[config.mk]
export PLATFORM = sky130hd
export DESIGN_NAME = data_chk_fifo
export DESIGN_NICKNAME = d
export VERILOG_FILES = /design/src/rtl/data_chk_fifo.sv
export SDC_FILE = /design/constraint.sdc
export NUM_CORES = 1
export LEC_CHECK = 0
export BUFFER_PORTS_ARGS = -buffer_cell sky130_fd_sc_hd__buf_2
export CAP_MARGIN = 5
export CORE_ASPECT_RATIO = 0.9
export CORE_MARGIN = 8
export CORE_UTILIZATION = 35
export CTS_CLUSTER_DIAMETER = 80
export DETAILED_ROUTE_END_ITERATION = 8
export SYNTH_ARGS = -nofsm -noshare
export SYNTH_HDL_FRONTEND = slang
export SYNTH_SLANG_ARGS = --single-unit
export TNS_END_PERCENT = 30
[constraint.sdc]
create_clock -name ap_clk -period 6.6 [get_ports ap_clk]
set_clock_uncertainty 0.15 [all_clocks]
set_input_delay 1.32 -clock ap_clk [delete_from_list [all_inputs] [get_ports ap_clk]]
set_output_delay 1.32 -clock ap_clk [all_outputs]
set_load 0.005 [all_outputs]
[src/rtl/data_chk_fifo.sv]
`default_nettype none
// ============================================================================
//  Module      : data_chk_fifo
//  Description : Drains a first-word-not-fall-through FIFO and checks every
//                word against the generator pattern k = 0..size-1, repeated
//                `times` passes. Reports the mismatch count and the first
//                failing word through an ap_ctrl start/ready/done handshake.
//  Revision    : 1.0 - initial release
// ============================================================================
module data_chk_fifo #(
   parameter int WIDTH = 32
) (
   input  logic             ap_clk,
   input  logic             ap_rst_n,
   input  logic [31:0]      size,
   input  logic [31:0]      times,
   output logic             fifo_rd_en,
   input  logic [WIDTH-1:0] fifo_rd_data,
   input  logic             fifo_empty,
   input  logic             ap_start,
   output logic             ap_ready,
   output logic             ap_done,
   output logic             ap_idle,
   output logic [31:0]      err_count,
   output logic [31:0]      first_err_idx,
   output logic [WIDTH-1:0] first_err_data,
   output logic             err_flag
);

   localparam logic [1:0] c_ST_IDLE = 2'd0;
   localparam logic [1:0] c_ST_READ = 2'd1;
   localparam logic [1:0] c_ST_DONE = 2'd2;

   logic [1:0]       r_state;
   logic [1:0]       w_next_state;

   // Run parameters captured when the start is accepted
   logic [31:0]      r_size;
   logic [31:0]      r_times;

   // Issue side: which word the next read strobe fetches
   logic [31:0]      r_iss_k;
   logic [31:0]      r_iss_pass;
   logic             r_iss_done;

   // Check side: which word the returning data is compared against
   logic             r_rd_valid;
   logic [31:0]      r_chk_k;
   logic [31:0]      r_chk_pass;
   logic [31:0]      r_chk_idx;

   logic [31:0]      r_err_count;
   logic [31:0]      r_first_err_idx;
   logic [WIDTH-1:0] r_first_err_data;
   logic             r_err_flag;

   logic             w_start;
   logic             w_cmp_last;
   logic             w_mismatch;
   logic [WIDTH-1:0] w_exp;

   assign w_start    = (r_state == c_ST_IDLE) && ap_start;
   assign w_cmp_last = r_rd_valid && (r_chk_pass == r_times - 32'd1)
                                  && (r_chk_k == r_size - 32'd1);
   assign w_mismatch = r_rd_valid && (fifo_rd_data != w_exp);

   // Expected word is the in-pass index, fitted to the data width
   generate
      if (WIDTH <= 32) begin : g_exp_trunc
         assign w_exp = r_chk_k[WIDTH-1:0];
      end else begin : g_exp_zext
         assign w_exp = {{(WIDTH-32){1'b0}}, r_chk_k};
      end
   endgenerate

   // State register
   always_ff @(posedge ap_clk or negedge ap_rst_n) begin
      if (!ap_rst_n) r_state <= c_ST_IDLE;
      else           r_state <= w_next_state;
   end

   // Next-state decode; an empty run skips straight to DONE
   always_comb begin
      w_next_state = r_state;
      case (r_state)
         c_ST_IDLE: begin
            if (ap_start) begin
               if ((size == 32'd0) || (times == 32'd0)) w_next_state = c_ST_DONE;
               else                                     w_next_state = c_ST_READ;
            end
         end
         c_ST_READ: begin
            if (w_cmp_last) w_next_state = c_ST_DONE;
         end
         c_ST_DONE: w_next_state = c_ST_IDLE;
         default:   w_next_state = c_ST_IDLE;
      endcase
   end

   // Handshake and read-strobe decode
   always_comb begin
      ap_idle    = (r_state == c_ST_IDLE);
      ap_ready   = (r_state == c_ST_IDLE) && ap_start;
      ap_done    = (r_state == c_ST_DONE);
      fifo_rd_en = (r_state == c_ST_READ) && !fifo_empty && !r_iss_done;
   end

   // Latch run parameters on start acceptance only
   always_ff @(posedge ap_clk or negedge ap_rst_n) begin
      if (!ap_rst_n) begin
         r_size  <= '0;
         r_times <= '0;
      end else if (w_start) begin
         r_size  <= size;
         r_times <= times;
      end
   end

   // Issue counters: nested k/pass so the total never needs a wide product
   always_ff @(posedge ap_clk or negedge ap_rst_n) begin
      if (!ap_rst_n) begin
         r_iss_k    <= '0;
         r_iss_pass <= '0;
         r_iss_done <= 1'b0;
      end else if (w_start) begin
         r_iss_k    <= '0;
         r_iss_pass <= '0;
         r_iss_done <= 1'b0;
      end else if (fifo_rd_en) begin
         if (r_iss_k == r_size - 32'd1) begin
            r_iss_k <= '0;
            if (r_iss_pass == r_times - 32'd1) r_iss_done <= 1'b1;
            else                               r_iss_pass <= r_iss_pass + 32'd1;
         end else begin
            r_iss_k <= r_iss_k + 32'd1;
         end
      end
   end

   // Read data arrives one cycle after the strobe; check counters follow it
   always_ff @(posedge ap_clk or negedge ap_rst_n) begin
      if (!ap_rst_n) begin
         r_rd_valid <= 1'b0;
         r_chk_k    <= '0;
         r_chk_pass <= '0;
         r_chk_idx  <= '0;
      end else if (w_start) begin
         r_rd_valid <= 1'b0;
         r_chk_k    <= '0;
         r_chk_pass <= '0;
         r_chk_idx  <= '0;
      end else begin
         r_rd_valid <= fifo_rd_en;
         if (r_rd_valid) begin
            r_chk_idx <= r_chk_idx + 32'd1;
            if (r_chk_k == r_size - 32'd1) begin
               r_chk_k    <= '0;
               r_chk_pass <= r_chk_pass + 32'd1;
            end else begin
               r_chk_k <= r_chk_k + 32'd1;
            end
         end
      end
   end

   // Result capture: saturating count, first-failure snapshot
   always_ff @(posedge ap_clk or negedge ap_rst_n) begin
      if (!ap_rst_n) begin
         r_err_count      <= '0;
         r_first_err_idx  <= '0;
         r_first_err_data <= '0;
         r_err_flag       <= 1'b0;
      end else if (w_start) begin
         r_err_count      <= '0;
         r_first_err_idx  <= '0;
         r_first_err_data <= '0;
         r_err_flag       <= 1'b0;
      end else if (w_mismatch) begin
         if (r_err_count != 32'hFFFF_FFFF) r_err_count <= r_err_count + 32'd1;
         if (!r_err_flag) begin
            r_first_err_idx  <= r_chk_idx;
            r_first_err_data <= fifo_rd_data;
            r_err_flag       <= 1'b1;
         end
      end
   end

   assign err_count      = r_err_count;
   assign first_err_idx  = r_first_err_idx;
   assign first_err_data = r_first_err_data;
   assign err_flag       = r_err_flag;

endmodule
`default_nettype wire

=== Word level (Yosys, flattened, before mapping) ===
Cells that the tools add are included.

* Add/sub/neg operators: 8
* Equal/unequal tests: 12
* Muxes and demuxes: 35
* Reductions and logical operators: 25

{| class="wikitable"
|+ Operators by type and width
! operator !! count
|-
| 2-to-1 mux 32 bit || 24
|-
| adder 32 x 1 -> 32 bit, second input constant || 6
|-
| == test 32 bit || 4
|-
| logical NOT 32 bit || 2
|-
| subtractor 32 x 1 -> 32 bit, second input constant || 2
|-
| inequality test 32 bit || 1
|-
| inequality test 32 bit, second input constant || 1
|-
| nonzero test 2 bit || 7
|-
| inequality test 2 bit, second input constant || 4
|-
| AND reduction 2 bit || 4
|-
| 2-to-1 mux 1 bit || 7
|-
| logical AND 1 bit || 6
|-
| 2-to-1 mux 2 bit || 3
|-
| AND reduction 3 bit || 2
|-
| one-hot mux 2 bit (2 select lines) || 1
|-
| == test 2 x 1 -> 1 bit, second input constant || 1
|-
| == test 2 bit, second input constant || 1
|-
| logical NOT 1 bit || 2
|-
| logical NOT 2 bit || 1
|-
| logical OR 1 bit || 1
|}

* Register bits after elaboration: 325

=== Logic depth before layout (Yosys ltp) ===
Gate-level depths: netlist of run 1.

* Depth after elaboration: 6
* Depth in mapped cells: 16
* Depth with buffers taken out: 12

=== Worst setup path before layout of run 1 ===
No wires, ideal clock.

* Path kind: reg-to-reg
* From: register r_size[3]
* To: register r_chk_pass[20]
* Setup time: 78 ps
* Arrival: 4308 ps
* Slack: 2064 ps
* Stages on the path, launching flop included: 15
* Cell sequence: dfrtp_1 -> buf_6 -> or4_4 -> buf_6 -> or4_4 -> buf_6 -> or4_4 -> a2111oi_4 -> nand4_2 -> nor4_4 -> nand3_2 -> or3_1 -> buf_2 -> or3_1 -> a21oi_1

* Word-level cells in the longest chain between the ends: 4

{| class="wikitable"
|+ RTL lines
! what !! RTL line !! RTL
|-
| from (decl) || 38 || <nowiki>logic [31:0] r_size;</nowiki>
|-
| from (signal assigned) || 114 || <nowiki>r_size <= size;</nowiki>
|-
| subtractor 32 x 1 -> 32 bit || 156 || <nowiki>if (r_chk_k == r_size - 32'd1) begin</nowiki>
|-
| == test 32 bit || 156 ||
|-
| nonzero test 2 bit (no source line) || -- ||
|-
| AND reduction 2 bit (no source line) || -- ||
|-
| to (signal assigned) || 158 || <nowiki>r_chk_pass <= r_chk_pass + 32'd1;</nowiki>
|-
| to (decl) || 49 || <nowiki>logic [31:0] r_chk_pass;</nowiki>
|}

No other way between the ends.
A chain may end at the register's enable or synchronous reset.

=== Worst setup path in the final report of run 1 ===
* From: register r_size[17]
* To: register r_iss_pass[19]

* Word-level cells in the longest chain between the ends: 4

{| class="wikitable"
|+ RTL lines
! what !! RTL line !! RTL
|-
| subtractor 32 x 1 -> 32 bit || 130 || <nowiki>if (r_iss_k == r_size - 32'd1) begin</nowiki>
|-
| == test 32 bit || 130 ||
|-
| nonzero test 2 bit (no source line) || -- ||
|-
| AND reduction 3 bit (no source line) || -- ||
|-
| to (signal assigned) || 133 || <nowiki>else r_iss_pass <= r_iss_pass + 32'd1;</nowiki>
|-
| to (decl) || 43 || <nowiki>logic [31:0] r_iss_pass;</nowiki>
|}

No other way between the ends.

==> results of run 1 <==
==> final timing paths <==
kind	endpoint	slack [ps]	depth (start not counted)
setup / recovery	r_iss_pass[19]	1280	10
hold / removal	r_iss_done	330	2
setup reg to reg	r_iss_pass[19]	1280	10
hold reg to reg	r_iss_done	330	2
max in group asynchronous	err_count[15]	4460	2
min in group asynchronous	r_iss_k[8]	510	1
==> flip-flops by register name, indices dropped and copies added (netlist names) <==
register,flops
r_rd_valid,1
r_size,32
r_chk_pass,32
first_err_data,32
r_iss_done,1
err_flag,1
err_count,32
r_chk_k,32
first_err_idx,32
r_iss_k,32
r_chk_idx,32
r_state,2
r_times,32
r_iss_pass,32
==> placed cells by master (no fill, tap or decap), types with 18 or more instances in the layout <==
cell / n
sky130_fd_sc_hd__a21oi_1: 64
sky130_fd_sc_hd__a31oi_1: 18
sky130_fd_sc_hd__and3_1: 49
sky130_fd_sc_hd__buf_2: 199
sky130_fd_sc_hd__clkbuf_16: 41
sky130_fd_sc_hd__dfrtp_1: 325
sky130_fd_sc_hd__inv_1: 35
sky130_fd_sc_hd__mux2i_1: 78
sky130_fd_sc_hd__nand2_1: 302
sky130_fd_sc_hd__nand3_1: 84
sky130_fd_sc_hd__nand4_1: 43
sky130_fd_sc_hd__nor2_1: 237
sky130_fd_sc_hd__nor3_1: 48
sky130_fd_sc_hd__nor4_1: 60
sky130_fd_sc_hd__o21ai_0: 90
sky130_fd_sc_hd__or3_1: 72
sky130_fd_sc_hd__or4_1: 30
sky130_fd_sc_hd__xnor2_1: 129
sky130_fd_sc_hd__xor2_1: 133
==> cell type report <==
cell class	count	area [um^2]	share of cell area
tap	705	882	0.0399
inverter	36	143	0.00645
timing repair buffer	214	1130	0.0512
multi-input combinational	1664	10400	0.471
clock inverter	16	199	0.00900
sequential	325	8130	0.368
clock buffer	59	1210	0.0549
==> layer usage <==
layer,vias up,wire length (um),part of all wire,track usage
li1,7794,-,-,-
met1,8112,29300,0.48,0.281
met2,666,25200,0.41,0.270
met3,73,5220,0.086,0.0451
met4,0,1240,0.020,0.0483
met5,-,0,0,0
==> worst register-to-register path: cells and delay by family, from the launching register on <==
kind,cells,cell delay (ps)
compound gates,3,880
mux,1,280
flops,1,480
simple gates,6,3450
==> power breakdown <==
part	total [mW]	internal, mW	switching [mW]
sequential	2.80	2.30	0.504
clock	2.31	1.37	0.937
combinational	1.80	0.817	0.980
total	6.91	4.49	2.42
==> per-stage QoR <==
| stage | power, mW | setup WS (ps) | cell area [um^2] | hold WS [ps] |
|---|---|---|---|---|
| 2_1_floorplan | 3.92 | 2060 | 19200 | 294 |
| 3_3_place_gp | 4.57 | 1400 | 20700 | 308 |
| 3_5_place_dp | 4.60 | 1400 | 20700 | 318 |
| 4_1_cts | 6.96 | 1380 | 22100 | 330 |
| 5_1_grt | 7.29 | 979 | 22100 | 377 |
| 6_report | 6.91 | 1280 | 22100 | 327 |
==> cell families after synthesis <==
kind of cell,after synthesis,share of synthesized area
xor gates and xnor gates,280,0.141
and+or+nand+nor,1024,0.264
muxes,81,0.0425
AOI/OAI and AO/OA,271,0.0897
buffers and inverters,160,0.0328
DFF,325,0.424
adders and majority gates,8,0.00522
==> flow_summary.html, run 1 <==
<table>
<tr><th>Metric</th><th>Value</th></tr>
<tr><th colspan="2">CTS</th></tr>
<tr><td>CTS tree</td><td>yes</td></tr>
<tr><td>CTS resizes</td><td>0</td></tr>
<tr><td>Clock-pin transition on the worst setup and hold timing paths</td><td>60 ps</td></tr>
<tr><td>Number of sinks on the clock net</td><td>approximately 330</td></tr>
<tr><td>Postcts setup bufs</td><td>0</td></tr>
<tr><td>Clock root cell</td><td>sky130_fd_sc_hd__clkbuf_16</td></tr>
<tr><td>Clock insertion delay at the later pin of the skew report</td><td>580 ps</td></tr>
<tr><td>Clock buffer count from CTS</td><td>41</td></tr>
<tr><td>Number of hold-repair buffers added at the cts stage</td><td>0</td></tr>
<tr><td>Number of buffers on the longest clock path</td><td>3</td></tr>
<tr><td>Level count of the clock H-tree</td><td>2</td></tr>
<tr><th colspan="2">Drt</th></tr>
<tr><td>Detailed-route wire length per cell</td><td>20.2 um</td></tr>
<tr><td>Number of iterations in the first detailed-routing pass</td><td>5</td></tr>
<tr><td>Post-detailed-route count of antenna-violating nets</td><td>0</td></tr>
<tr><td>Via-per-instance ratio</td><td>about 5.5</td></tr>
<tr><td>Final Routed Wirelength</td><td>60.9 mm</td></tr>
<tr><td>Initial DRC count</td><td>1,502</td></tr>
<tr><td>Remaining routing DRC violations</td><td>0</td></tr>
<tr><td>Routed vias</td><td>16,600</td></tr>
<tr><th colspan="2">Floorplanning</th></tr>
<tr><td>Starting utilization of the core area</td><td>0.353</td></tr>
<tr><td>Core area</td><td>54,200 um^2</td></tr>
<tr><td>Die Span X</td><td>263 um</td></tr>
<tr><td>Die area</td><td>62,500 um^2</td></tr>
<tr><td>I/O pin total</td><td>roughly 200</td></tr>
<tr><td>Die extent in y</td><td>238 um</td></tr>
<tr><td>Rows</td><td>81</td></tr>
<tr><th colspan="2">Power</th></tr>
<tr><td>VDD IR-drop max</td><td>slightly below 0.2 mV</td></tr>
<tr><td>Total power per unit cell area</td><td>between 300 and 400 nW/um^2</td></tr>
<tr><td>Leakage power</td><td>10.3 nW</td></tr>
<tr><th colspan="2">Logic synthesis</th></tr>
<tr><td>Fraction of registers with async set/reset</td><td>1.00</td></tr>
<tr><td>Mean cell area of the mapped netlist</td><td>8.92 um^2</td></tr>
<tr><td>Proportion of netlist area held by the largest area contributor</td><td>0.424</td></tr>
<tr><td>Post-synthesis sequential area ratio</td><td>0.424</td></tr>
<tr><td>Top flip-flop cell by instance count after synthesis</td><td>sky130_fd_sc_hd__dfrtp_1</td></tr>
<tr><td>Number of enable flip-flop cells after synthesis</td><td>0</td></tr>
<tr><td>Cell taking the most area after synthesis</td><td>sky130_fd_sc_hd__dfrtp_1</td></tr>
<tr><td>Top cell types by occurrence after synthesis</td><td>sky130_fd_sc_hd__dfrtp_1 (325), sky130_fd_sc_hd__nand2_1 (303), sky130_fd_sc_hd__nor2_1 (237)</td></tr>
<tr><td>Yosys synthesis warning count</td><td>0</td></tr>
<tr><td>Cell types with the largest area share after synthesis</td><td>sky130_fd_sc_hd__dfrtp_1 (42%), sky130_fd_sc_hd__xor2_1 (6.1%), sky130_fd_sc_hd__nand2_1 (5.9%)</td></tr>
<tr><td>Synth Cell Area</td><td>19,200 um^2</td></tr>
<tr><td>Most frequently used cell type in the post-synthesis netlist</td><td>sky130_fd_sc_hd__dfrtp_1</td></tr>
<tr><td>Number of synthesized register bits</td><td>~330</td></tr>
<tr><td>Mapped Cells</td><td>roughly 2,100</td></tr>
<tr><td>Number of nets produced by synthesis</td><td>2,257</td></tr>
<tr><td>Distinct cell type count of the synthesized netlist</td><td>75</td></tr>
<tr><th colspan="2">Critical path</th></tr>
<tr><td>Largest driver fanout on the critical path</td><td>20</td></tr>
<tr><td>Max incr delay on CP</td><td>790 ps</td></tr>
<tr><td>CP Launch Type</td><td>register</td></tr>
<tr><td>Start of the worst register-to-register path</td><td>r_size[17]</td></tr>
<tr><td>Endpoint required time on the critical path</td><td>approximately 6900 ps</td></tr>
<tr><td>Combined buffer and inverter count along the critical path</td><td>0</td></tr>
<tr><td>Ordered list of cells on the worst path</td><td>nor3_1, nand4_1, nor4b_1, mux2i_1, o2111ai_1, or4_1, nor3_2, o211ai_1, or3_1, a21oi_1</td></tr>
<tr><td>Critical path arrival</td><td>about 5700 ps</td></tr>
<tr><td>Slowest stage cell, crit path</td><td>sky130_fd_sc_hd__nor4b_1</td></tr>
<tr><td>Startpoint-to-endpoint class of the critical path</td><td>reg2reg</td></tr>
<tr><td>Worst Setup End Kind</td><td>register</td></tr>
<tr><td>Startpoint of the most critical setup path</td><td>r_size[17]</td></tr>
<tr><td>Largest delay share family, worst path</td><td>simple AND/OR/NAND/NOR gates</td></tr>
<tr><th colspan="2">Timing</th></tr>
<tr><td>Slew margin rel.</td><td>0.193</td></tr>
<tr><td>Number of pins exceeding their max-slew limit in the final report</td><td>0</td></tr>
<tr><td>Number of setup violations in the final report</td><td>0</td></tr>
<tr><td>Post-route fraction of the period consumed by the critical path</td><td>0.806</td></tr>
<tr><td>Total negative slack for setup checks</td><td>0 ps</td></tr>
<tr><td>Unrepaired setup endpoints after global routing</td><td>no</td></tr>
<tr><td>Clock period minus worst slack</td><td>5320 ps</td></tr>
<tr><td>Slew at the pin closest to its max-slew limit</td><td>~1200 ps</td></tr>
<tr><td>Highest clock frequency the design can meet</td><td>188 MHz</td></tr>
<tr><td>Hold violation total from the final report</td><td>0</td></tr>
<tr><th colspan="2">Outcome</th></tr>
<tr><td>Outcome</td><td>complete, no violations</td></tr>
<tr><th colspan="2">Placement</th></tr>
<tr><td>Detailed-placement wirelength estimate</td><td>45.5 mm</td></tr>
<tr><td>Cell count after placement</td><td>2,943</td></tr>
<tr><td>Buffers added on ports</td><td>200</td></tr>
<tr><td>Weighted congestion at the end of routability-driven global placement</td><td>0.964</td></tr>
<tr><th colspan="2">Layout</th></tr>
<tr><td>Layout cells sized above 1</td><td>0.135</td></tr>
<tr><td>Area grow syn2layout</td><td>15.4%</td></tr>
<tr><td>Net total in the final layout</td><td>2,390</td></tr>
<tr><td>Total inserted antenna cells</td><td>0</td></tr>
<tr><td>Final cell utilization of the core</td><td>0.408</td></tr>
<tr><td>Fillcell total</td><td>around 5,300</td></tr>
<tr><td>Non-filler instance count after layout</td><td>3,019</td></tr>
<tr><th colspan="2">GRT</th></tr>
<tr><td>Pin count of the biggest net entering global routing</td><td>~140</td></tr>
<tr><td>Leftover overflow at the end of global routing</td><td>0</td></tr>
<tr><td>Gr usage total</td><td>0.188</td></tr>
<tr><td>Initial antenna violation count</td><td>0</td></tr>
<tr><td>Number of global-route vias before repair</td><td>16,100</td></tr>
<tr><td>Global-route wire length before repair</td><td>around 96 mm</td></tr>
<tr><th colspan="2">Hold path</th></tr>
<tr><td>Class of the tightest hold or removal check</td><td>reg2reg</td></tr>
<tr><td>Startpoint of the lowest-slack hold path</td><td>r_iss_done</td></tr>
<tr><th colspan="2">Flow run</th></tr>
<tr><td>Count of maximum capacitance violations</td><td>0</td></tr>
</table>
(Power assumes the default switching activity.)
==> run 2: changes to the inputs <==
==> constraint.sdc (replaced) <==
create_clock -name ap_clk -period 5.1 [get_ports ap_clk]
set_clock_uncertainty 0.15 [all_clocks]
set_input_delay 1.02 -clock ap_clk [delete_from_list [all_inputs] [get_ports ap_clk]]
set_output_delay 1.02 -clock ap_clk [all_outputs]
set_load 0.005 [all_outputs]
==> run 2 against run 1 <==
  * Total power is 32% higher
  * Critical path depth rose by 2
  * Utilization grew 0.57 points
  * Highest routed layer unchanged
==> flow_summary.html, run 2 (same netlist as run 1, synthesis figures left out) <==
<table>
<tr><th>Metric</th><th>Value</th></tr>
<tr><th colspan="2">Outcome</th></tr>
<tr><td>Outcome</td><td>complete, no violations (unchanged)</td></tr>
<tr><th colspan="2">Layout</th></tr>
<tr><td>Fillcell total</td><td>5,311 (was 5,327)</td></tr>
<tr><td>Net total in the final layout</td><td>2,425 (was 2,390)</td></tr>
<tr><td>Top library cells by usage in the layout, fill and taps aside</td><td>sky130_fd_sc_hd__dfrtp_1 (325), sky130_fd_sc_hd__nand2_1 (302), sky130_fd_sc_hd__nor2_1 (237) (unchanged)</td></tr>
<tr><td>Register cell area after layout</td><td>8130 um^2 (unchanged)</td></tr>
<tr><td>Most common cell after layout, fill and taps aside</td><td>sky130_fd_sc_hd__dfrtp_1 (unchanged)</td></tr>
<tr><td>Layout cells sized above 1</td><td>0.147 (was 0.135)</td></tr>
<tr><td>Area grow syn2layout</td><td>17.0% (was 15.4%)</td></tr>
<tr><td>Total inserted antenna cells</td><td>0 (unchanged)</td></tr>
<tr><td>Multi-input combinational cell area</td><td>10,400 um^2 (about the same)</td></tr>
<tr><td>Summed area of non-filler cells in the final layout</td><td>22,400 um^2 (was 22,100 um^2)</td></tr>
<tr><th colspan="2">Placement</th></tr>
<tr><td>Buffers added on ports</td><td>200 (unchanged)</td></tr>
<tr><td>Area post-placement</td><td>21,000 um^2 (was 20,700 um^2)</td></tr>
<tr><td>Detailed-placement wirelength estimate</td><td>45.7 mm (was 45.5 mm)</td></tr>
<tr><td>Weighted congestion at the end of routability-driven global placement</td><td>0.985 (was 0.964)</td></tr>
<tr><th colspan="2">Drt</th></tr>
<tr><td>Number of iterations in the first detailed-routing pass</td><td>6 (was 5)</td></tr>
<tr><td>Final Routed Wirelength</td><td>60.6 mm (was 60.9 mm)</td></tr>
<tr><td>Post-detailed-route count of antenna-violating nets</td><td>0 (unchanged)</td></tr>
<tr><td>Initial DRC count</td><td>1,579 (was 1,502)</td></tr>
<tr><td>Remaining routing DRC violations</td><td>0 (unchanged)</td></tr>
<tr><td>Detailed-route wire length per cell</td><td>19.9 um (was 20.2 um)</td></tr>
<tr><td>Routed vias</td><td>16,800 (was 16,600)</td></tr>
<tr><td>Via-per-instance ratio</td><td>5.49 (was 5.51)</td></tr>
<tr><th colspan="2">Timing</th></tr>
<tr><td>Clock period minus worst slack</td><td>4840 ps (was 5320 ps)</td></tr>
<tr><td>Unrepaired setup endpoints after global routing</td><td>no (unchanged)</td></tr>
<tr><td>Highest clock frequency the design can meet</td><td>206 MHz (was 188 MHz)</td></tr>
<tr><td>Hold violation total from the final report</td><td>0 (unchanged)</td></tr>
<tr><td>Total negative slack for setup checks</td><td>0 ps (unchanged)</td></tr>
<tr><td>Number of pins exceeding their max-slew limit in the final report</td><td>0 (unchanged)</td></tr>
<tr><td>Post-route fraction of the period consumed by the critical path</td><td>0.950 (was 0.806)</td></tr>
<tr><td>Number of setup violations in the final report</td><td>0 (unchanged)</td></tr>
<tr><td>Slew margin rel.</td><td>0.251 (was 0.193)</td></tr>
<tr><td>Slew at the pin closest to its max-slew limit</td><td>1120 ps (was 1210 ps)</td></tr>
<tr><th colspan="2">CTS</th></tr>
<tr><td>Level count of the clock H-tree</td><td>2 (unchanged)</td></tr>
<tr><td>CTS tree</td><td>yes (unchanged)</td></tr>
<tr><td>Clock root cell</td><td>sky130_fd_sc_hd__clkbuf_16 (unchanged)</td></tr>
<tr><td>Clock-pin transition on the worst setup and hold timing paths</td><td>60 ps (about the same)</td></tr>
<tr><td>Clock buffer count from CTS</td><td>41 (unchanged)</td></tr>
<tr><td>Number of buffers on the longest clock path</td><td>3 (unchanged)</td></tr>
<tr><td>Number of sinks on the clock net</td><td>325 (unchanged)</td></tr>
<tr><td>Number of hold-repair buffers added at the cts stage</td><td>0 (unchanged)</td></tr>
<tr><td>Clock insertion delay at the later pin of the skew report</td><td>570 ps (was 580 ps)</td></tr>
<tr><th colspan="2">Power</th></tr>
<tr><td>VDD IR-drop max</td><td>0.210 mV (was 0.192 mV)</td></tr>
<tr><td>Total power per unit cell area</td><td>406 nW/um^2 (was 313 nW/um^2)</td></tr>
<tr><td>Leakage power</td><td>10.5 nW (was 10.3 nW)</td></tr>
<tr><th colspan="2">Critical path</th></tr>
<tr><td>Slowest stage cell, crit path</td><td>sky130_fd_sc_hd__or4_4 (was sky130_fd_sc_hd__nor4b_1)</td></tr>
<tr><td>Max incr delay on CP</td><td>660 ps (was 790 ps)</td></tr>
<tr><td>CP Launch Type</td><td>register (unchanged)</td></tr>
<tr><td>Critical path arrival</td><td>5140 ps (was 5650 ps)</td></tr>
<tr><td>Startpoint-to-endpoint class of the critical path</td><td>reg2reg (unchanged)</td></tr>
<tr><td>Ordered list of cells on the worst path</td><td>or4_4, or4_4, or4_1, mux2i_1, o2111ai_1, or4b_1, nor4_2, buf_4, nor2_1, buf_4, a21o_1, a21o_1 (was nor3_1, nand4_1, nor4b_1, mux2i_1, o2111ai_1, or4_1, nor3_2, o211ai_1, or3_1, a21oi_1)</td></tr>
<tr><td>Worst Setup End Kind</td><td>register (unchanged)</td></tr>
<tr><td>Endpoint required time on the critical path</td><td>5400 ps (was 6930 ps)</td></tr>
<tr><td>Largest driver fanout on the critical path</td><td>14 (was 20)</td></tr>
<tr><th colspan="2">Floorplanning</th></tr>
<tr><td>Rows</td><td>81 (unchanged)</td></tr>
<tr><td>I/O pin total</td><td>201 (unchanged)</td></tr>
<tr><td>Core area</td><td>54,200 um^2 (unchanged)</td></tr>
<tr><td>Die extent in y</td><td>238 um (unchanged)</td></tr>
<tr><td>Starting utilization of the core area</td><td>0.353 (unchanged)</td></tr>
<tr><td>Die Span X</td><td>263 um (unchanged)</td></tr>
<tr><td>Die area</td><td>62,500 um^2 (unchanged)</td></tr>
<tr><th colspan="2">GRT</th></tr>
<tr><td>Number of global-route vias before repair</td><td>16,200 (was 16,100)</td></tr>
<tr><td>Leftover overflow at the end of global routing</td><td>0 (unchanged)</td></tr>
<tr><td>Initial antenna violation count</td><td>0 (unchanged)</td></tr>
<tr><td>Pin count of the biggest net entering global routing</td><td>100 (was 138)</td></tr>
<tr><td>Gr usage total</td><td>0.189 (was 0.188)</td></tr>
<tr><td>Global-route wire length before repair</td><td>96.2 mm (was 95.6 mm)</td></tr>
<tr><th colspan="2">Flow run</th></tr>
<tr><td>Count of maximum capacitance violations</td><td>0 (unchanged)</td></tr>
<tr><th colspan="2">Hold path</th></tr>
<tr><td>Class of the tightest hold or removal check</td><td>in2async (was reg2reg)</td></tr>
</table>
## run 2: cell types whose count changed in the layout (fill, tap and decap cells not counted), sizes merged
| cell | before | now |
|---|---|---|
| bufinv | 2 | 4 |
| buf | 214 | 249 |
| clkinvlp | 3 | 4 |
| clkbuf | 59 | 56 |
| inv | 39 | 38 |
## run 2: timing repair
| item | 4_1_cts | 5_1_grt |
|---|---|---|
| hold endpoints to repair | 0 | 0 |
| setup endpoints to repair | 0 | 14 |
| setup buffers | 0 | 1 |
| gates resized for setup | 0 | 2 |
## run 2: final timing paths
kind,start,end,slack (ps),depth (start not counted)
worst max-delay path,r_size[3],r_iss_k[25],260,12
worst min-delay path,ap_rst_n,r_size[18],340,1
worst min register to register,r_iss_done,r_iss_done,360,2
min in group ap_clk,r_iss_done,r_iss_done,360,2
max in group asynchronous,ap_rst_n,r_chk_k[16],3370,2
worst max register to register,r_size[3],r_iss_k[25],260,12
## run 2: layout make-up
type,instances,area share
multi-input cells,1664,0.465
flip-flops and latches,325,0.363
well taps,705,0.0393
clock inverters,18,0.0118
inverters,36,0.00636
repair buffers,249,0.0632
clock buffers,56,0.0518
## run 2: report_power, final
part | internal (mW) | switching [mW] | leakage, nW
Combinational | 1.12 | 1.38 | 5.51
Clock | 1.82 | 1.21 | 0.686
Sequential | 2.98 | 0.594 | 4.34
## run 2: stage by stage
step | power, mW | utilization | hold WS (ps) | worst slack [ps] | instances
after detailed placement | 6.08 | 0.387 | 333 | 97.5 | 2978
after global placement | 6.04 | 0.387 | 325 | 274 | 2978
after CTS | 9.17 | 0.413 | 359 | 95.6 | 3052
after floorplan | 5.08 | - | 294 | 564 | 2149
after global routing | 9.60 | 0.414 | 390 | 23.4 | 3053
final | 9.11 | 0.414 | 344 | 256 | 3053
## run 2: layer usage
| metal | GRT usage | vias up | share of wire |
|---|---|---|---|
| met2 | 0.273 | 587 | 0.42 |
| met5 | 0 | - | 0 |
| met4 | 0.0413 | 0 | 0.017 |
| met1 | 0.289 | 8204 | 0.49 |
| met3 | 0.0354 | 72 | 0.072 |
| li1 | - | 7890 | - |
## run 2: worst max-delay path, delay by kind of cell (launching register included)
family | cells | cell delay (ps)
simple gates | 6 | 2910
buf+inv | 2 | 530
flops | 1 | 480
compound gates | 3 | 460
mux | 1 | 180
==> run 3: changes to the inputs <==
==> constraint.sdc (replaced) <==
create_clock -name ap_clk -period 5.3 [get_ports ap_clk]
set_clock_uncertainty 0.15 [all_clocks]
set_input_delay 1.06 -clock ap_clk [delete_from_list [all_inputs] [get_ports ap_clk]]
set_output_delay 1.06 -clock ap_clk [all_outputs]
set_load 0.01 [all_outputs]
==> run 3 against run 2 <==
  * Worst hold slack lost 51 ps
  * Count of clock-buffer cells in the layout shrank 1
  * First-iteration DRC count shrank 0.95%
  * Total power shrank 7.2%
  * Global-route usage shrank 0.20 points
  * Combinational power shrank 5%
  * Sequential cell count is the same
  * Die area is the same
  * Utilization shrank 0.53 points
  * Sequential power shrank 3%
  * Worst setup slack lost 64 ps
==> flow_summary.html, run 3 (same netlist as run 1, synthesis figures left out) <==
<table>
<tr><th>Metric</th><th>Value</th></tr>
<tr><th colspan="2">Timing</th></tr>
<tr><td>Highest clock frequency the design can meet</td><td>196 MHz (was 206 MHz)</td></tr>
<tr><td>Slew at the pin closest to its max-slew limit</td><td>1220 ps (was 1120 ps)</td></tr>
<tr><td>Unrepaired setup endpoints after global routing</td><td>no (unchanged)</td></tr>
<tr><td>Clock period minus worst slack</td><td>5110 ps (was 4840 ps)</td></tr>
<tr><td>Hold violation total from the final report</td><td>0 (unchanged)</td></tr>
<tr><td>Total negative slack for setup checks</td><td>0 ps (unchanged)</td></tr>
<tr><td>Slew margin rel.</td><td>0.186 (was 0.251)</td></tr>
<tr><td>Number of setup violations in the final report</td><td>0 (unchanged)</td></tr>
<tr><td>Number of pins exceeding their max-slew limit in the final report</td><td>0 (unchanged)</td></tr>
<tr><td>Post-route fraction of the period consumed by the critical path</td><td>0.964 (was 0.950)</td></tr>
<tr><th colspan="2">Layout</th></tr>
<tr><td>Non-filler instance count after layout</td><td>3,038 (was 3,053)</td></tr>
<tr><td>Summed area of non-filler cells in the final layout</td><td>22,100 um^2 (was 22,400 um^2)</td></tr>
<tr><td>Total inserted antenna cells</td><td>0 (unchanged)</td></tr>
<tr><td>Layout cells sized above 1</td><td>0.140 (was 0.147)</td></tr>
<tr><td>Most common cell after layout, fill and taps aside</td><td>sky130_fd_sc_hd__dfrtp_1 (unchanged)</td></tr>
<tr><td>Multi-input combinational cell area</td><td>10,400 um^2 (about the same)</td></tr>
<tr><td>Area grow syn2layout</td><td>15.5% (was 17.0%)</td></tr>
<tr><td>Fillcell total</td><td>5,351 (was 5,311)</td></tr>
<tr><td>Register cell area after layout</td><td>8130 um^2 (unchanged)</td></tr>
<tr><td>Net total in the final layout</td><td>2,414 (was 2,425)</td></tr>
<tr><td>Top library cells by usage in the layout, fill and taps aside</td><td>sky130_fd_sc_hd__dfrtp_1 (325), sky130_fd_sc_hd__nand2_1 (302), sky130_fd_sc_hd__nor2_1 (237) (unchanged)</td></tr>
<tr><th colspan="2">Critical path</th></tr>
<tr><td>Worst Setup End Kind</td><td>register (unchanged)</td></tr>
<tr><td>Startpoint-to-endpoint class of the critical path</td><td>reg2reg (unchanged)</td></tr>
<tr><td>Critical path arrival</td><td>5450 ps (was 5140 ps)</td></tr>
<tr><td>Largest driver fanout on the critical path</td><td>13 (was 14)</td></tr>
<tr><td>CP Launch Type</td><td>register (unchanged)</td></tr>
<tr><td>Setup slack on the worst flop-to-flop path</td><td>190 ps (was 260 ps)</td></tr>
<tr><td>Endpoint required time on the critical path</td><td>5640 ps (was 5400 ps)</td></tr>
<tr><th colspan="2">Power</th></tr>
<tr><td>Leakage power</td><td>10.4 nW (was 10.5 nW)</td></tr>
<tr><td>Total power per unit cell area</td><td>382 nW/um^2 (was 406 nW/um^2)</td></tr>
<tr><td>VDD IR-drop max</td><td>0.194 mV (was 0.210 mV)</td></tr>
<tr><td>Power consumption</td><td>8.46 mW (was 9.11 mW)</td></tr>
<tr><th colspan="2">GRT</th></tr>
<tr><td>Pin count of the biggest net entering global routing</td><td>114 (was 100)</td></tr>
<tr><td>Global-route wire length before repair</td><td>94.9 mm (was 96.2 mm)</td></tr>
<tr><td>Number of global-route vias before repair</td><td>16,100 (was 16,200)</td></tr>
<tr><td>Gr usage total</td><td>0.187 (was 0.189)</td></tr>
<tr><td>Initial antenna violation count</td><td>0 (unchanged)</td></tr>
<tr><td>Leftover overflow at the end of global routing</td><td>0 (unchanged)</td></tr>
<tr><th colspan="2">Drt</th></tr>
<tr><td>Number of iterations in the first detailed-routing pass</td><td>8 (was 6)</td></tr>
<tr><td>Post-detailed-route count of antenna-violating nets</td><td>0 (unchanged)</td></tr>
<tr><td>Initial DRC count</td><td>1,564 (was 1,579)</td></tr>
<tr><td>Routed vias</td><td>16,800 (about the same)</td></tr>
<tr><td>Detailed-route wire length per cell</td><td>19.9 um (about the same)</td></tr>
<tr><td>Remaining routing DRC violations</td><td>0 (unchanged)</td></tr>
<tr><td>Final Routed Wirelength</td><td>60.4 mm (was 60.6 mm)</td></tr>
<tr><td>Via-per-instance ratio</td><td>5.52 (was 5.49)</td></tr>
<tr><th colspan="2">Flow run</th></tr>
<tr><td>Count of maximum capacitance violations</td><td>0 (unchanged)</td></tr>
<tr><th colspan="2">CTS</th></tr>
<tr><td>Clock insertion delay at the later pin of the skew report</td><td>560 ps (was 570 ps)</td></tr>
<tr><td>Postcts setup bufs</td><td>0 (unchanged)</td></tr>
<tr><td>Number of hold-repair buffers added at the cts stage</td><td>0 (unchanged)</td></tr>
<tr><td>CTS resizes</td><td>0 (unchanged)</td></tr>
<tr><td>Number of sinks on the clock net</td><td>325 (unchanged)</td></tr>
<tr><td>Clock root cell</td><td>sky130_fd_sc_hd__clkbuf_16 (unchanged)</td></tr>
<tr><td>Clock buffer count from CTS</td><td>39 (was 41)</td></tr>
<tr><td>Number of buffers on the longest clock path</td><td>3 (unchanged)</td></tr>
<tr><td>Level count of the clock H-tree</td><td>2 (unchanged)</td></tr>
<tr><td>CTS tree</td><td>yes (unchanged)</td></tr>
<tr><td>Clock-pin transition on the worst setup and hold timing paths</td><td>60 ps (about the same)</td></tr>
<tr><th colspan="2">Placement</th></tr>
<tr><td>Cell count after placement</td><td>2,970 (was 2,978)</td></tr>
<tr><td>Weighted congestion at the end of routability-driven global placement</td><td>0.931 (was 0.985)</td></tr>
<tr><td>Area post-placement</td><td>20,900 um^2 (was 21,000 um^2)</td></tr>
<tr><td>Detailed-placement wirelength estimate</td><td>45.5 mm (was 45.7 mm)</td></tr>
<tr><td>Buffers added on ports</td><td>200 (unchanged)</td></tr>
<tr><th colspan="2">Floorplanning</th></tr>
<tr><td>I/O pin total</td><td>201 (unchanged)</td></tr>
<tr><td>Die Span X</td><td>263 um (unchanged)</td></tr>
<tr><td>Die extent in y</td><td>238 um (unchanged)</td></tr>
<tr><td>Core area</td><td>54,200 um^2 (unchanged)</td></tr>
<tr><td>Rows</td><td>81 (unchanged)</td></tr>
<tr><td>Starting utilization of the core area</td><td>0.353 (unchanged)</td></tr>
<tr><td>Die area</td><td>62,500 um^2 (unchanged)</td></tr>
<tr><th colspan="2">Hold path</th></tr>
<tr><td>Class of the tightest hold or removal check</td><td>in2async (unchanged)</td></tr>
<tr><th colspan="2">Outcome</th></tr>
<tr><td>Outcome</td><td>complete, no violations (unchanged)</td></tr>
</table>
## run 3: cell count changes in the layout (fill, tap and decap cells not counted), moves of 2 or more
cell                         before  now
sky130_fd_sc_hd__buf_4           46   37
sky130_fd_sc_hd__bufinv_16        4    1
sky130_fd_sc_hd__clkbuf_1         7   11
sky130_fd_sc_hd__clkbuf_16       41   39
sky130_fd_sc_hd__clkbuf_8         8    5
sky130_fd_sc_hd__clkinv_2         4    6
sky130_fd_sc_hd__clkinv_4         2    0
sky130_fd_sc_hd__clkinvlp_4       4    2
sky130_fd_sc_hd__inv_6            0    2
## run 3: metal layers
metal,share of wire,GRT usage
met4,0.019,0.0446
met1,0.50,0.282
met2,0.41,0.267
met5,0,0
met3,0.077,0.0436
## run 3: path summary, 6_finish.rpt
kind | startpoint | depth (start not counted) | end
min in group ap_clk | first_err_data[2] | 2 | first_err_data[2]
max | r_size[3] | 10 | r_iss_pass[8]
max in group asynchronous | ap_rst_n | 2 | r_chk_idx[1]
max reg2reg | r_size[3] | 10 | r_iss_pass[8]
min reg2reg | first_err_data[2] | 2 | first_err_data[2]
min | ap_rst_n | 1 | r_iss_k[19]
## run 3: final cells by class
type / instances / area share
clock buffers: 55 / 0.0491
clock inverters: 13 / 0.00599
inverters: 36 / 0.00644
multi-input cells: 1664 / 0.470
flip-flops and latches: 325 / 0.367
well taps: 705 / 0.0399
repair buffers: 240 / 0.0609
## run 3: where the power goes
group,switching [mW],internal [mW]
Combinational,1.33,1.06
Clock,1.11,1.49
Sequential,0.602,2.87
Total,3.04,5.42
## run 3: metrics by stage
stage / hold WS, ps / utilization / setup WS [ps]
after global placement: 322 / 0.386 / 368
after CTS: 329 / 0.408 / 240
after global routing: 344 / 0.408 / 6.02
final: 293 / 0.408 / 192
after detailed placement: 340 / 0.386 / 256
after floorplan: 294 / - / 764
## run 3: critical path, cell delays in order (launching register included)
cell and delay (ps):
sky130_fd_sc_hd__dfrtp_1 470, sky130_fd_sc_hd__or4_4 640, sky130_fd_sc_hd__or4_4 660, sky130_fd_sc_hd__or4_1 590, sky130_fd_sc_hd__mux2i_1 180, sky130_fd_sc_hd__o2111ai_1 140, sky130_fd_sc_hd__or4_1 550, sky130_fd_sc_hd__nor3_2 500
sky130_fd_sc_hd__o21ai_0 470, sky130_fd_sc_hd__or4_1 600, sky130_fd_sc_hd__nand2_1 90
